### config.mk
export PLATFORM = sky130hd
export DESIGN_NAME = cpu_sequencer
export DESIGN_NICKNAME = d
export VERILOG_FILES = /design/src/rtl/cpu_sequencer.sv
export SDC_FILE = /design/constraint.sdc
export NUM_CORES = 1
export LEC_CHECK = 0
export BUFFER_PORTS_ARGS = -buffer_cell sky130_fd_sc_hd__clkbuf_2
export CAP_MARGIN = 20
export CORE_MARGIN = 2
export CORE_UTILIZATION = 48
export DETAILED_ROUTE_END_ITERATION = 12
export HOLD_SLACK_MARGIN = 0.08
export PLACE_DENSITY = 0.77
export SYNTH_ARGS = -nofsm -noshare
export SYNTH_HDL_FRONTEND = slang
export SYNTH_SLANG_ARGS = --single-unit
### constraint.sdc
create_clock -name clk -period 2.2 [get_ports clk]
set_input_delay 0.33 -clock clk [delete_from_list [all_inputs] [get_ports clk]]
set_output_delay 0.33 -clock clk [all_outputs]
set_load 0.02 [all_outputs]
### src/rtl/cpu_sequencer.sv
// Instruction sequencer: fetches one instruction per accepted enable step and drives register-file strobes.
// Latency: write and branch instructions update instruction_pointer 3 cycles after the enable cycle, NOPs after 2 (WAIT_DIN time extra).
// Backpressure: WAIT_DIN stalls until din_valid; enable pulses arriving outside IDLE are dropped, never queued.
//
// Ports:
//   clk, reset          rising-edge clock, asynchronous active-high reset
//   enable              step pulse; starts one instruction when the sequencer is IDLE
//   instruction[31:0]   word at instruction_pointer: [31:29] group, [28:26] command, [7:0] target address
//   flags[7:0]          flag byte, bit selected by the latched command for conditional jumps
//   din_valid           external input byte available
//   instruction_pointer registered program address
//   write_enable        one-cycle register-file write strobe (WRITEBACK only)
//   write_sel           write-data source: 0 = ALU, 1 = din
//   din_ack             one-cycle acknowledge that din was consumed
//   halted              high while in HALT
//   state[2:0]          FSM state, for debug
module cpu_sequencer (
  input  logic        clk,
  input  logic        reset,
  input  logic        enable,
  input  logic [31:0] instruction,
  input  logic [7:0]  flags,
  input  logic        din_valid,
  output logic [7:0]  instruction_pointer,
  output logic        write_enable,
  output logic        write_sel,
  output logic        din_ack,
  output logic        halted,
  output logic [2:0]  state
);

  typedef enum logic [2:0] {
    ST_IDLE      = 3'd0,
    ST_DECODE    = 3'd1,
    ST_WAIT_DIN  = 3'd2,
    ST_WRITEBACK = 3'd3,
    ST_BRANCH    = 3'd4,
    ST_HALT      = 3'd5
  } state_e;

  state_e     state_q, state_d;
  logic [7:0] ip_q, ip_d;
  logic [2:0] group_q, group_d;
  logic [2:0] cmd_q, cmd_d;
  logic [7:0] addr_q, addr_d;
  logic       write_sel_q, write_sel_d;

  // Operand bits between the command and the address are not used by the sequencer.
  logic unused_instr_bits;
  assign unused_instr_bits = ^instruction[25:8];

  always_ff @(posedge clk or posedge reset) begin
    if (reset) begin
      state_q     <= ST_IDLE;
      ip_q        <= 8'h00;
      group_q     <= 3'd0;
      cmd_q       <= 3'd0;
      addr_q      <= 8'h00;
      write_sel_q <= 1'b0;
    end else begin
      state_q     <= state_d;
      ip_q        <= ip_d;
      group_q     <= group_d;
      cmd_q       <= cmd_d;
      addr_q      <= addr_d;
      write_sel_q <= write_sel_d;
    end
  end

  always_comb begin
    state_d     = state_q;
    ip_d        = ip_q;
    group_d     = group_q;
    cmd_d       = cmd_q;
    addr_d      = addr_q;
    write_sel_d = write_sel_q;
    din_ack     = 1'b0;

    case (state_q)
      ST_IDLE: begin
        write_sel_d = 1'b0;
        if (enable) begin
          group_d = instruction[31:29];
          cmd_d   = instruction[28:26];
          addr_d  = instruction[7:0];
          state_d = ST_DECODE;
        end
      end

      ST_DECODE: begin
        case (group_q)
          3'd0, 3'd1: begin
            write_sel_d = 1'b0;
            state_d     = ST_WRITEBACK;
          end
          3'd2:       state_d = ST_WAIT_DIN;
          3'd3, 3'd4: state_d = ST_BRANCH;
          3'd7:       state_d = ST_HALT;
          default: begin
            // Groups 5 and 6 are NOPs: retire straight from decode.
            ip_d    = ip_q + 8'd1;
            state_d = ST_IDLE;
          end
        endcase
      end

      ST_WAIT_DIN: begin
        // din_ack is combinational so it coincides with the cycle din is taken
        // and cannot overlap the write strobe of the following WRITEBACK.
        if (din_valid) begin
          din_ack     = 1'b1;
          write_sel_d = 1'b1;
          state_d     = ST_WRITEBACK;
        end
      end

      ST_WRITEBACK: begin
        ip_d        = ip_q + 8'd1;
        write_sel_d = 1'b0;
        state_d     = ST_IDLE;
      end

      ST_BRANCH: begin
        // Only groups 3 (unconditional) and 4 (flag-conditional) reach here.
        if (group_q == 3'd3 || flags[cmd_q]) begin
          ip_d = addr_q;
        end else begin
          ip_d = ip_q + 8'd1;
        end
        state_d = ST_IDLE;
      end

      ST_HALT: state_d = ST_HALT;

      default: state_d = ST_IDLE;
    endcase
  end

  assign instruction_pointer = ip_q;
  assign write_enable        = (state_q == ST_WRITEBACK);
  assign write_sel           = write_sel_q;
  assign halted              = (state_q == ST_HALT);
  assign state               = state_q;

endmodule

# Word-level counts from Yosys, hierarchy flattened
# Index checks and enable logic that the tools add are counted.
# Widths: inputs -> output; s select.
# op_classes
mul	0
n_mux	14
reduce_logical	13
n_shift	0
addsub	1
n_bitwise	0
magnitude_cmp	1
n_eq_ne	14
div_mod_pow	0
# op_table
op	n
$pmux 3 s4	2
$pmux 8 s3	1
$mux 8	2
$eq 3x2->1 const B	4
$eq 3x3->1 const B	4
$add 8x1->8 const B	1
$ne 2x2->1 const B	4
$eq 3x1->1 const B	2
$logic_not 3->1	2
$mux 3	2
$reduce_and 2->1	3
$reduce_bool 3->1	2
$reduce_or 2->1	3
$reduce_or 6->1	1
$mux 1	5
$lt 3x4->1 const B	1
$bmux 1 s3	1
$pmux 1 s3	1
$reduce_and 3->1	1
$logic_or 1x1->1	1
# totals
latch_bits	0
inputBits	44
wordCells	49
memories	0
ram_bits	0
output_inout_bits	15
rom_bits	0
regBits	26

# Logic depth before layout (Yosys ltp)
# Gate-level depths: netlist (run 1).
# depth
word_depth	5
depth_mapped	6
mapped_depth_nobuf	6

# Worst setup path before layout (run 1)
# No wires, ideal clock.
# synth_path
kind	register to register
startpoint	register state_q[1] (netlist: state[1])
endpoint	register addr_q[0]
synth_period_minus_slack_ns	1.709
stages_incl_launch_ff	5
t_arrival_ns	1.585
n_path_buf	2
required_time_ns	2.075
path_slack_ns	0.491
setup_ns	0.125
path_cell_list	dfrtp_1 > buf_4 > nor4b_4 > buf_2 > mux2_2
# synth_via
elab_chain_cells	2
# synth_lines
element	line	text
start: declaration	41	state_e state_q, state_d;
start signal: assignment	61	state_q <= state_d;
$logic_not 3->1	79	case (state_q)
$reduce_and 2->1 (no line)	--	
end signal: assignment	65	addr_q <= addr_d;
end: declaration	45	logic [7:0] addr_q, addr_d;
# No other way between the ends.
# A chain may end at the register's enable or synchronous reset.

# Worst setup path in the final report (run 1)
# layout_path
startpoint	register state_q[0] (netlist: state[0])
endpoint	output din_ack
# layout_via
elab_chain_cells	2
# layout_lines
element	line	text
$eq 3x2->1	79	
$mux 1	79	
end: declaration	27	output logic din_ack,
# No other way between the ends.

==> results.md, run 1 <==
- The run finished with clean final reports.
- The start point of the worst hold path is instruction[7].
- The root buffer cell chosen for the clock tree is sky130_fd_sc_hd__clkbuf_4.
- The final instance count without filler cells is 210.
- The floorplan has 20 rows.
- For this block, the initial DRC count from the detailed router was 50.
- In this run the vertical extent of the chip is 59.8 um.
- The final global-route overflow total is 0.
- Detailed placement finished with a half-perimeter wire length of 2320 um.
- The total CTS buffers is 3.
- Entering global routing, the biggest net connects 27 pins.
- During synthesis, Yosys emitted a total of 0 warnings.
- The reported leakage power is 0.000796 uW.
- Of the cells placed in the final design, the portion with a size suffix greater than 1 is 0.412.
- The antenna diode count is 0.
- The effective utilization at floorplan is 0.498.
- The kind of critical path is flop to output port.
- Leaving out fill and tap cells, the most frequent cell in the layout is sky130_fd_sc_hd__clkbuf_2.
- Averaged over all synthesized cells, the footprint is 11.2 sq um.
- For this run, the top clock speed supported by timing is 0.550 GHz.
- The share of the cycle needed by the critical path after routing is 0.826.
- The post-synthesis sequential element count is 26.
- The filler cells instantiated in the layout total 279.
- In this run the deepest clock path goes through 2 buffers.
- The clock period minus worst slack is 1820 ps.
- The total area inside the core boundary comes to 3000 sq um.
- The count of TritonRoute iterations in the first routing pass is 4.
- The number of sinks handled by clock tree synthesis is 26.
- The remaining antenna violation count after routing is 0.
- After detailed placement, the design holds a cell count of 205.
- Yosys mapped the design onto 47 distinct sky130hd cell types.
- STA puts the critical path data required time at 1870 ps.
- The tightest hold path in the finished design has a slack of 232 ps.
- The number of flops mapped to enable cells by yosys is 0.
- The multi-input gate area in the final layout is 787 sq um.
- The register-to-register setup slack is 420 ps.
- The mapped cell area is 1500 sq um.
- The relative slew slack is 0.692.
- In this run the worst path has a maximum fanout of 10.
- The detailed-route via count is 1218.
- 59 I/O pins were placed.
- The transition time at the pin with the least slew margin is 459 ps.
- The later pin in the worst-skew pair is clocked with a latency of 320 ps.
- The depth of the worst register-to-register path is 4.
- The initial antenna violation count is 0.
- The sequential cell area fraction in the yosys report is 0.435.
- The path category of the worst min-delay check is primary input to flop.
- The vias per cell is 5.80.
- In the layout the commonest cells are sky130_fd_sc_hd__clkbuf_2 (40), sky130_fd_sc_hd__dfrtp_1 (26), sky130_fd_sc_hd__mux2_2 (14), sky130_fd_sc_hd__nor2_1 (10), sky130_fd_sc_hd__nand2_1 (10).
- The die outline width is 59.8 um.
- Setup repair after global routing left no endpoint under its margin.
- The number of I/O port buffers is 40.
- In the global route stage, overall resource usage came out at 0.185.
- The final count of hold timing violations came to 0.
- The final-report setup violation count is 0.
- The residual DRC count is 0.
- For this run, the leading register cell type out of synthesis is sky130_fd_sc_hd__dfrtp_1.
- The synthesized netlist cell count is 134.
- The startpoint identified for the worst register-to-register timing path is state[2].
- The number of global-route vias before repair is 1130.
- The largest single stage delay on the critical path is 530 ps.
- The overall power consumption is 2590 uW.
- The area of the die is 3580 sq um.
- STA classifies the critical path startpoint as a flop.
- For this run, global-route usage on met2 was measured as 0.309.
- The post-route core utilization is 0.587.
- The clock-pin slew on the worst setup and hold paths is 140 ps.
- The end of the worst register-to-register path is instruction_pointer[5].
- The final estimated routing congestion in global placement is 0.837.
- The worst-case vdd ir drop is 0.000692 V.
- The area occupied by registers is 651 sq um.
- After detailed routing, the average wire length per cell comes to 14.6 um.
- Walking the worst path, the cells encountered are nand2b_1, nor3b_1, clkbuf_2.
- The worst hold path terminates at addr_q[7].
- The worst hold path stage count is 2.
- The first global-routing pass estimated 4970 um of wire.
- The global routing stage identified its most utilized layer as met2.
- The max-capacitance violation count is 0.
- The quantity of gates resized following cts is 0.
- Data on the critical path arrives at its endpoint at 1490 ps.
- The CTS tree is yes.
- The post-synth net total is 179.
- For the final database, setup skew stands at 2.76 ps.
- The total count of max-transition violations in the final report is 0.
- The signed area change from the synthesized netlist to the final layout is 17.9%.
- The cell with the largest stage delay on the worst path is sky130_fd_sc_hd__dfrtp_1.
- In this run the number of H-tree levels came out at 1.
- The kind of end point of the critical path is an output port.
- The routed design has 3070 um of wire.
- The sum of negative setup slack is 0 ps.
- The post-layout net count is 223.
- The met1 global-route usage is 0.242.
- The total power density per cell area is 1470 nW/um^2.
- In the synthesized netlist the async set-or-reset flop fraction comes to 1.00.
- The met3 layer usage reported by global route is 0.0216.
[cells in the mapped netlist (all sizes together), types with 3 or more instances]
cell type  instances  area share
nand2             10       0.025
buf                4       0.023
nand3b             5       0.025
a211oi             3       0.015
inv                6       0.015
nor2              11       0.029
o31ai              3       0.024
nand2b             4       0.017
mux2              14        0.11
mux2i              5       0.033
nand3              3       0.010
a21oi              4       0.013
nor3               3       0.013
dfrtp             26        0.44
o21ai              6       0.023
[how the worst max path moves through the flow]
stage | slack [ps] | start | end | depth (start not counted)
finish | 380 | state[0] | din_ack | 3
CTS | 380 | state[0] | din_ack | 3
detailed placement | 450 | state[2] | instruction_pointer[5] | 4
global placement | 490 | cmd_q[0] | instruction_pointer[4] | 5
floorplan | 490 | state[1] | addr_q[0] | 4
global route | 260 | state[0] | din_ack | 3
[metal layers]
metal,part of all wire,wire (um)
met1,0.44,1350
met3,0.035,106
met5,0,0
met4,0.0052,16
met2,0.52,1600
[where the power goes]
group / leakage, uW / total [uW] / switching (uW) / internal [uW]
sequential: 0.000312 / 1020 / 308 / 716
combinational: 0.000463 / 1330 / 698 / 631
clock: 0.0000210 / 241 / 139 / 101
[final cells by class]
| class | count | area share |
|---|---|---|
| Clock buffer | 4 | 0.0206 |
| Inverter | 6 | 0.0128 |
| Multi-Input combinational cell | 98 | 0.446 |
| Sequential cell | 26 | 0.369 |
| Tap cell | 33 | 0.0234 |
| Timing Repair Buffer | 43 | 0.128 |
[flip-flops by register name (all words and copies together) (netlist names)]
register,count
addr_q,8
instruction_pointer,8
cmd_q,3
group_q,3
state,3
write_sel,1
[stage by stage]
| stage | worst slack (ps) | instance area, sq um |
|---|---|---|
| 6_report | 383 | 1760 |
| 5_1_grt | 261 | 1760 |
| 4_1_cts | 377 | 1760 |
| 3_5_place_dp | 451 | 1720 |
| 3_3_place_gp | 493 | 1720 |
| 2_1_floorplan | 491 | 1500 |
[cells by family (layout without fill, tap and decap cells)]
kind of cell             Yosys count  count (layout)  share of synthesized area
XOR/XNOR                           1               1                    0.00586
flip-flops                        26              26                      0.435
AND/OR/NAND/NOR                   45              45                      0.179
adder cells (fa/ha/maj)            1               1                    0.00837
multiplexers                      19              19                      0.139
buffers and inverters             10              53                     0.0385
AO/OA/AOI/OAI                     32              32                      0.194
[timing repair]
action / CTS / global route
hold buffers: 1 / 0
buffers inserted: 0 / 0
setup endpoints to repair: 0 / 0
hold endpoints to repair: 26 / 0
[critical path, delay by kind of cell (launching register included)]
family	cells	cell delay (ps)
buffers and inverters	1	200
flip-flops	1	530
AND/OR/NAND/NOR	2	450
No activity file was read; power rests on OpenSTA's default activity.
==> run 2, diff against run 1 <==
--- a/config.mk
+++ b/config.mk
@@ -5,13 +5,14 @@
 export SDC_FILE = /design/constraint.sdc
 export NUM_CORES = 1
 export LEC_CHECK = 0
+export ABC_AREA = 1
 export BUFFER_PORTS_ARGS = -buffer_cell sky130_fd_sc_hd__clkbuf_2
 export CAP_MARGIN = 20
 export CORE_MARGIN = 2
-export CORE_UTILIZATION = 48
+export CORE_UTILIZATION = 43
 export DETAILED_ROUTE_END_ITERATION = 12
 export HOLD_SLACK_MARGIN = 0.08
-export PLACE_DENSITY = 0.77
+export PLACE_DENSITY = 0.74
 export SYNTH_ARGS = -nofsm -noshare
 export SYNTH_HDL_FRONTEND = slang
 export SYNTH_SLANG_ARGS = --single-unit
==> constraint.sdc (replaced) <==
create_clock -name clk -period 1.6 [get_ports clk]
set_input_delay 0.24 -clock clk [delete_from_list [all_inputs] [get_ports clk]]
set_output_delay 0.24 -clock clk [all_outputs]
set_load 0.02 [all_outputs]
==> results.md, run 2 <==
- The run finished with clean final reports.
- The root buffer cell chosen for the clock tree is sky130_fd_sc_hd__clkbuf_4.
- Counting flops and latches in the post-synthesis netlist gives 26.
- The ratio of cells with drive above 1 in the final layout is 0.295.
- The worst setup slack before clock tree synthesis is 195 ps.
- The initial antenna violation count is 0.
- The biggest area contributor in the post-synthesis netlist is sky130_fd_sc_hd__dfrtp_1.
- The fraction of power spent switching nets is 0.462.
- After legalization and detailed placement, the total HPWL measured 2060 um.
- In this design, the stage delay of the slowest critical-path cell is 480 ps.
- The mapped cell area is 1430 sq um.
- The number of top-level pins is 59.
- Leaving out fill and tap cells, the most frequent cells in the layout are sky130_fd_sc_hd__nand2_1 (43), sky130_fd_sc_hd__clkbuf_2 (39), sky130_fd_sc_hd__nand3_1 (25), sky130_fd_sc_hd__dfrtp_1 (24), sky130_fd_sc_hd__inv_1 (23).
- Relative to the synthesized area, the layout overhead comes to 24.1%.
- The met1 global-route usage is 0.219.
- The number of global-route vias before repair is 1099.
- The count of yosys warnings during synthesis is 0.
- The global routing usage summed across all routing layers is 0.158.
- The final count of hold timing violations is 0.
- The kind of end point of the critical path is an output port.
- The worst hold path belongs to the class primary input to flop.
- The internal power of the cells totals 1720 uW.
- The final estimated routing congestion in global placement is 0.798.
- Summed over all failing endpoints, the final setup total negative slack is 0 ps.
- Entering global routing, the biggest net connects 27 pins.
- Static timing analysis puts the maximum clock frequency at 0.665 GHz.
- The slack of the critical path is 97.3 ps.
- Of the total power, combinational logic draws 0.539.
- The relative slew slack is 0.759.
- The total CTS buffers is 3.
- Of the total power, the clock network draws 0.082.
- The met2 usage is 0.254.
- The transition time at the pin with the least slew margin is 362 ps.
- The clock network latency to the later pin of the worst-skew pair is 310 ps.
- The worst-case vdd ir drop is 0.000774 V.
- Among all stages on the critical path, the largest delay is contributed by sky130_fd_sc_hd__dfrtp_2.
- The count of TritonRoute iterations in the first routing pass is 4.
- Setup violations remaining at the end of the flow were counted as 0.
- In this run the mean area of a mapped cell was 7.77 sq um.
- The analysis attributes to cell leakage a power of 0.000978 uW.
- Across all layers, the routed design uses 1298 vias.
- The effective utilization at floorplan is 0.461.
- Yosys attributes the largest share of cell area to sky130_fd_sc_hd__dfrtp_1 (45%), sky130_fd_sc_hd__nand2_1 (12%), sky130_fd_sc_hd__nand3_1 (8.7%).
- The first-pass GRT wire length is 4530 um.
- The post-route core utilization is 0.572.
- After detailed routing, the average wire length per cell comes to 9.93 um.
- The number of buffer and inverter instances along the worst setup path is 1.
- The antenna diode count is 0.
- The most used flip-flop cell after synthesis is sky130_fd_sc_hd__dfrtp_1.
- The total detailed-routing wirelength is 2760 um.
- The largest fanout on the critical path is 6.
- The number of I/O port buffers is 40.
- The share of synthesized area in the top cell type comes to 0.455.
- The core area is 3100 sq um.
- The area of the die is 3800 sq um.
- The clock period minus worst slack is 1500 ps.
- Of the available clock period, the critical path in the final layout requires 0.939.
- For the worst setup path, the data required time is 1360 ps.
- The sequential cell area fraction in the yosys report is 0.455.
- In the final design database the tool counted 281 nets.
- Synthesis produced a netlist whose cell count is 184.
- The global routing stage identified its most utilized layer as met2.
- The dominant delay contributor by cell family on the critical path is flip-flops.
- Using the TritonRoute via totals, the vias-per-cell ratio works out to 4.67.
- Sorting the synthesized cells by how often they occur yields sky130_fd_sc_hd__nand2_1 (44), sky130_fd_sc_hd__dfrtp_1 (26), sky130_fd_sc_hd__nand3_1 (25), sky130_fd_sc_hd__inv_1 (24), sky130_fd_sc_hd__nor2_1 (21).
- The most frequent standard cell in the layout excluding fill and tap cells is sky130_fd_sc_hd__nand2_1.
- The die outline height is 61.7 um.
- After detailed routing, the number of remaining DRC violations is 0.
- The share of synthesized flip-flops with an asynchronous set or reset is 1.00.
- The floorplan row count is 20.
- The max-capacitance violation count is 0.
- After clock tree synthesis, the clock-pin slew on the worst setup and hold paths is 120 ps.
- The kind of critical path is flop to output port.
- The clock net in this run drives a total of 26 sinks.
- The met3 layer usage reported by global route is 0.0273.
- The sort of element at the start of the critical path is a flop.
- For this block, the initial DRC count from the detailed router was 107.
- The analysis attributes to net switching a power of 1480 uW.
- In this run the remaining antenna-violating nets after routing total 0.
- Of the total power, registers draw 0.378.
- The largest buffer count on any clock path is 2.
- The number of flops mapped to enable cells by yosys is 0.
- TritonCTS built the clock tree.
- The signal on the critical path passes through nor2_4, nand2_2, nor2_1, buf_4.
- The number of distinct standard cells referenced by the synthesized netlist is 26.
- The total count of max-transition violations in the final report is 0.
- The post-synth net total is 229.
- The total power density per cell area is 1800 nW/um^2.
- Global routing finished with a remaining overflow of 0.
- The worst path arrival time is 1260 ps.
- Yosys instantiated no cell more often than sky130_fd_sc_hd__nand2_1.
- The level count of the clock H-tree is 1.
- On the final layout, the worst clock skew is 4.35 ps.
- Measured along the x axis, the die boundary spans 61.7 um.
==> run 2: final timing paths <==
path / to / from / slack, ps / cells after the start
max: din_ack / state[0] / 100 / 4
min: group_q[1] / instruction[30] / 150 / 2
max reg2reg: instruction_pointer[2] / state[0] / 130 / 8
min reg2reg: addr_q[5] / addr_q[5] / 520 / 2
max in group asynchronous: state[2] / reset / 840 / 4
min in group asynchronous: instruction_pointer[2] / reset / 490 / 4
==> run 2: through the flow <==
stage | cell area [sq um] | power [uW] | hold WS [ps] | instances
6_report | 1770 | 3200 | 150 | 278
5_1_grt | 1770 | 3520 | 136 | 278
4_1_cts | 1730 | 3160 | 144 | 273
3_5_place_dp | 1690 | 2860 | 296 | 269
3_3_place_gp | 1690 | 2830 | 295 | 269
2_1_floorplan | 1430 | 2460 | 280 | 184
==> run 2: final cells by class <==
cell class / instances / area (sq um)
multi-input combinational: 128 / 663
timing repair buffer: 49 / 273
inverter: 28 / 108
tap: 44 / 55.1
fill: 313 / 1330
sequential: 26 / 653
clock buffer: 3 / 22.5
==> run 2: timing repair <==
action                                  4_1_cts  5_1_grt
buffers inserted                              0        5
resized for setup                             4        4
hold endpoints to repair                     26        0
hold buffers                                  1        0
endpoints found under the setup margin        1        2
==> run 2: logic make-up (layout without fill, tap and decap cells) <==
kind of cell | Yosys count | after routing | share of synthesized area
multiplexers | 2 | 2 | 0.0157
XOR/XNOR | 5 | 5 | 0.0306
adder cells (fa/ha/maj) | 1 | 1 | 0.00875
flip-flops | 26 | 26 | 0.455
AND/OR/NAND/NOR | 99 | 99 | 0.311
buffers and inverters | 30 | 80 | 0.0884
AO/OA/AOI/OAI | 21 | 21 | 0.0901
==> run 2: metal layers <==
metal	vias up	routed length [um]
li1	690	-
met3	4	106
met1	580	1340
met2	24	1280
met5	-	0
met4	0	29
==> run 2: worst register-to-register path, stage by stage (launching register included) <==
cell                      delay, ps
sky130_fd_sc_hd__dfrtp_2        450
sky130_fd_sc_hd__buf_4          130
sky130_fd_sc_hd__nor2_1          30
sky130_fd_sc_hd__nand2_1         70
sky130_fd_sc_hd__o21ai_1        110
sky130_fd_sc_hd__a31oi_4        340
sky130_fd_sc_hd__inv_4          100
sky130_fd_sc_hd__nand3_1        100
sky130_fd_sc_hd__nand2_1         50
==> run 2: power by group through the flow <==
stage	logic, uW	clock network [uW]	registers (uW)
after CTS	1670	279	1220
after global placement	1610	0	1210
after detailed placement	1650	0	1220
final	1730	264	1210
after floorplan	1140	0	1310
after global routing	1950	315	1250
==> run 3, diff against run 2 <==
--- a/config.mk
+++ b/config.mk
@@ -12,7 +12,8 @@
 export CORE_UTILIZATION = 43
 export DETAILED_ROUTE_END_ITERATION = 12
 export HOLD_SLACK_MARGIN = 0.08
-export PLACE_DENSITY = 0.74
+export PLACE_DENSITY = 0.78
+export REMOVE_ABC_BUFFERS = 1
 export SYNTH_ARGS = -nofsm -noshare
 export SYNTH_HDL_FRONTEND = slang
 export SYNTH_SLANG_ARGS = --single-unit
==> results.md, run 3 (synthesized netlist as in run 2, its figures left out) <==
- The signed area change from the synthesized netlist to the final layout is 26.2%.
- The total power density per cell area is 1830 nW/um^2.
- The number of buffer and inverter instances along the worst setup path is 1.
- The share of the cycle needed by the critical path after routing is 0.957.
- The required time at the worst-slack endpoint is 1360 ps.
- For this block, the routed nets add up to 2890 um of wire.
- The core area is 3100 sq um.
- With fillers left out, the area of the finished cells amounts to 1800 sq um.
- 59 I/O pins were placed.
- The total overflow left after global routing is 0.
- The post-layout net count is 282.
- The global routing usage summed across all routing layers is 0.177.
- In this run the core area contains 20 standard-cell rows.
- The detailed router's first-iteration violation count is 43.
- The sort of element at the start of the critical path is a flop.
- The tool flagged a number of max-cap violations equal to 0.
- The largest buffer count on any clock path is 2.
- For this run, the share of the core covered by cells in the final layout is 0.581.
- At the pin with the least slew margin, the transition time is 337 ps.
- On the critical path the largest part of the delay comes from flip-flops.
- The total CTS buffers is 3.
- Clock latency on the worst-skew pair, taken at its later pin, is 320 ps.
- In the layout the commonest cells are sky130_fd_sc_hd__nand2_1 (42), sky130_fd_sc_hd__clkbuf_2 (38), sky130_fd_sc_hd__nand3_1 (25), sky130_fd_sc_hd__dfrtp_1 (24), sky130_fd_sc_hd__inv_1 (23).
- The worst setup slack before clock tree synthesis is 207 ps.
- The die covers 3800 sq um.
- The clock drives 26 sinks.
- The die outline width is 61.7 um.
- The total cell area at the placement stage is 1690 sq um.
- The path category of the worst min-delay check is primary input to flop.
- The relative slew slack is 0.775.
- The level count of the clock H-tree is 1.
- The repair_antennas step left the layout with diodes totalling 0.
- The count of fill cells added during filler insertion is 310.
- Across all layers, the routed design uses 1323 vias.
- The wire length per cell is 10.3 um.
- Along the worst path, the maximum fanout reaches 6.
- The final count of hold timing violations was 0.
- Dividing the detail-routed via count by the number of cells gives 4.73.
- The initial utilization of the core area, before any placement, comes to 0.461.
- Clock-pin slew was measured on the worst setup and hold paths at 130 ps.
- The sum of negative setup slack is 0 ps.
- Of the cells placed in the final design, the portion with a size suffix greater than 1 is 0.309.
- The cell with the largest stage delay on the worst path is sky130_fd_sc_hd__dfrtp_2.
- The post-detailed-placement half-perimeter wirelength is 2150 um.
- The final estimated routing congestion in global placement is 0.812.
- The initial antenna violation count is 0.
- The kind of end point of the critical path is an output port.
- Setup repair after global routing could not meet its margin everywhere.
- The clock period minus worst slack is 1530 ps.
- The residual DRC count is 0.
- On the final layout, the worst hold slack is 139 ps.
- In this run the vertical extent of the chip is 61.7 um.
- The worst path arrival time is 1290 ps.
- The sequential cells in the finished layout cover a total of 653 sq um.
- VDD sags by at most 0.000968 V.
- In this run the remaining antenna-violating nets after routing total 0.
- The total count of max-transition violations in the final report is 0.
- Entering global routing, the biggest net connects 27 pins.
- The maximum achievable frequency is 0.653 GHz.
- The reported leakage power is 0.000991 uW.
- For this run, the slowest stage of the critical path takes 480 ps.
- The CTS tree is yes.
- The number of global-route vias before repair is 1239.
- The signal on the critical path passes through nor2_4, nand2_2, nor2_2, buf_6.
- Across all setup checks in the final design, the least slack found is 68.6 ps.
- In the final layout, the multi-input gates occupy 668 sq um.
- The tree is rooted in a sky130_fd_sc_hd__clkbuf_4.
- The run finished with clean final reports.
- The first-pass GRT wire length is 5030 um.
- The clock arrives with 0.842 ps of skew.
- Setup violations remaining at the end of the flow were counted as 0.
- The library cell used most frequently in the layout, excluding fill and tap cells, is sky130_fd_sc_hd__nand2_1.
- The kind of critical path is flop to output port.
- The count of TritonRoute iterations in the first routing pass is 4.
- The number of I/O port buffers is 40.
run 3: changes by cell type in the layout (fill, tap and decap cells not counted):
cell,previous run,this run
sky130_fd_sc_hd__buf_2,0,1
sky130_fd_sc_hd__buf_6,0,1
sky130_fd_sc_hd__clkbuf_2,39,38
sky130_fd_sc_hd__clkbuf_8,0,1
sky130_fd_sc_hd__nand2_1,43,42
sky130_fd_sc_hd__nand2_2,3,4
sky130_fd_sc_hd__nor2_1,20,19
sky130_fd_sc_hd__nor2_2,1,2
run 3: power breakdown:
part	internal, uW	switching, uW	total [uW]
Combinational	699	1060	1760
Sequential	953	264	1220
Clock	139	188	327
Total	1790	1510	3300
run 3: layout make-up:
class / instances / share of cell area
sequential: 26 / 0.362
timing repair buffer: 50 / 0.157
clock buffer: 4 / 0.0201
inverter: 28 / 0.0596
multi-input combinational: 128 / 0.370
tap: 44 / 0.0305
run 3: worst reg2reg max path: cells and delay by family, from the launching register on:
family                 cells  cell delay [ps]
AO/OA/AOI/OAI              2              420
AND/OR/NAND/NOR            3              220
flip-flops                 1              470
buffers and inverters      2              250
run 3: metal layers:
metal / vias up / global-route usage / share of wire
met3: 2 / 0.0210 / 0.040
met1: 595 / 0.228 / 0.47
li1: 696 / - / -
met5: - / 0 / 0
met4: 0 / 0.0881 / 0.011
met2: 30 / 0.292 / 0.48
run 3: what timing repair did:
item,4_1_cts,5_1_grt
hold buffers,1,0
endpoints found under the hold margin,26,0
pin swaps,0,1
setup buffers,2,4
setup endpoints to repair,1,2
gates resized for setup,4,8
run 3: stage by stage:
| stage | instances | total power [uW] |
|---|---|---|
| floorplan | 182 | 2430 |
| global placement | 269 | 2820 |
| detailed placement | 269 | 2870 |
| CTS | 276 | 3260 |
| global route | 280 | 3650 |
| finish | 280 | 3300 |
run 3: final timing paths:
kind / from / end / slack [ps] / cells after the start
worst max-delay path: state[2] / din_ack / 70 / 4
worst min-delay path: instruction[30] / group_q[1] / 140 / 2
worst max register to register: state[0] / instruction_pointer[2] / 150 / 7
worst min register to register: addr_q[0] / addr_q[0] / 530 / 2
max in group asynchronous: reset / state[0] / 830 / 4
min in group asynchronous: reset / cmd_q[0] / 510 / 4
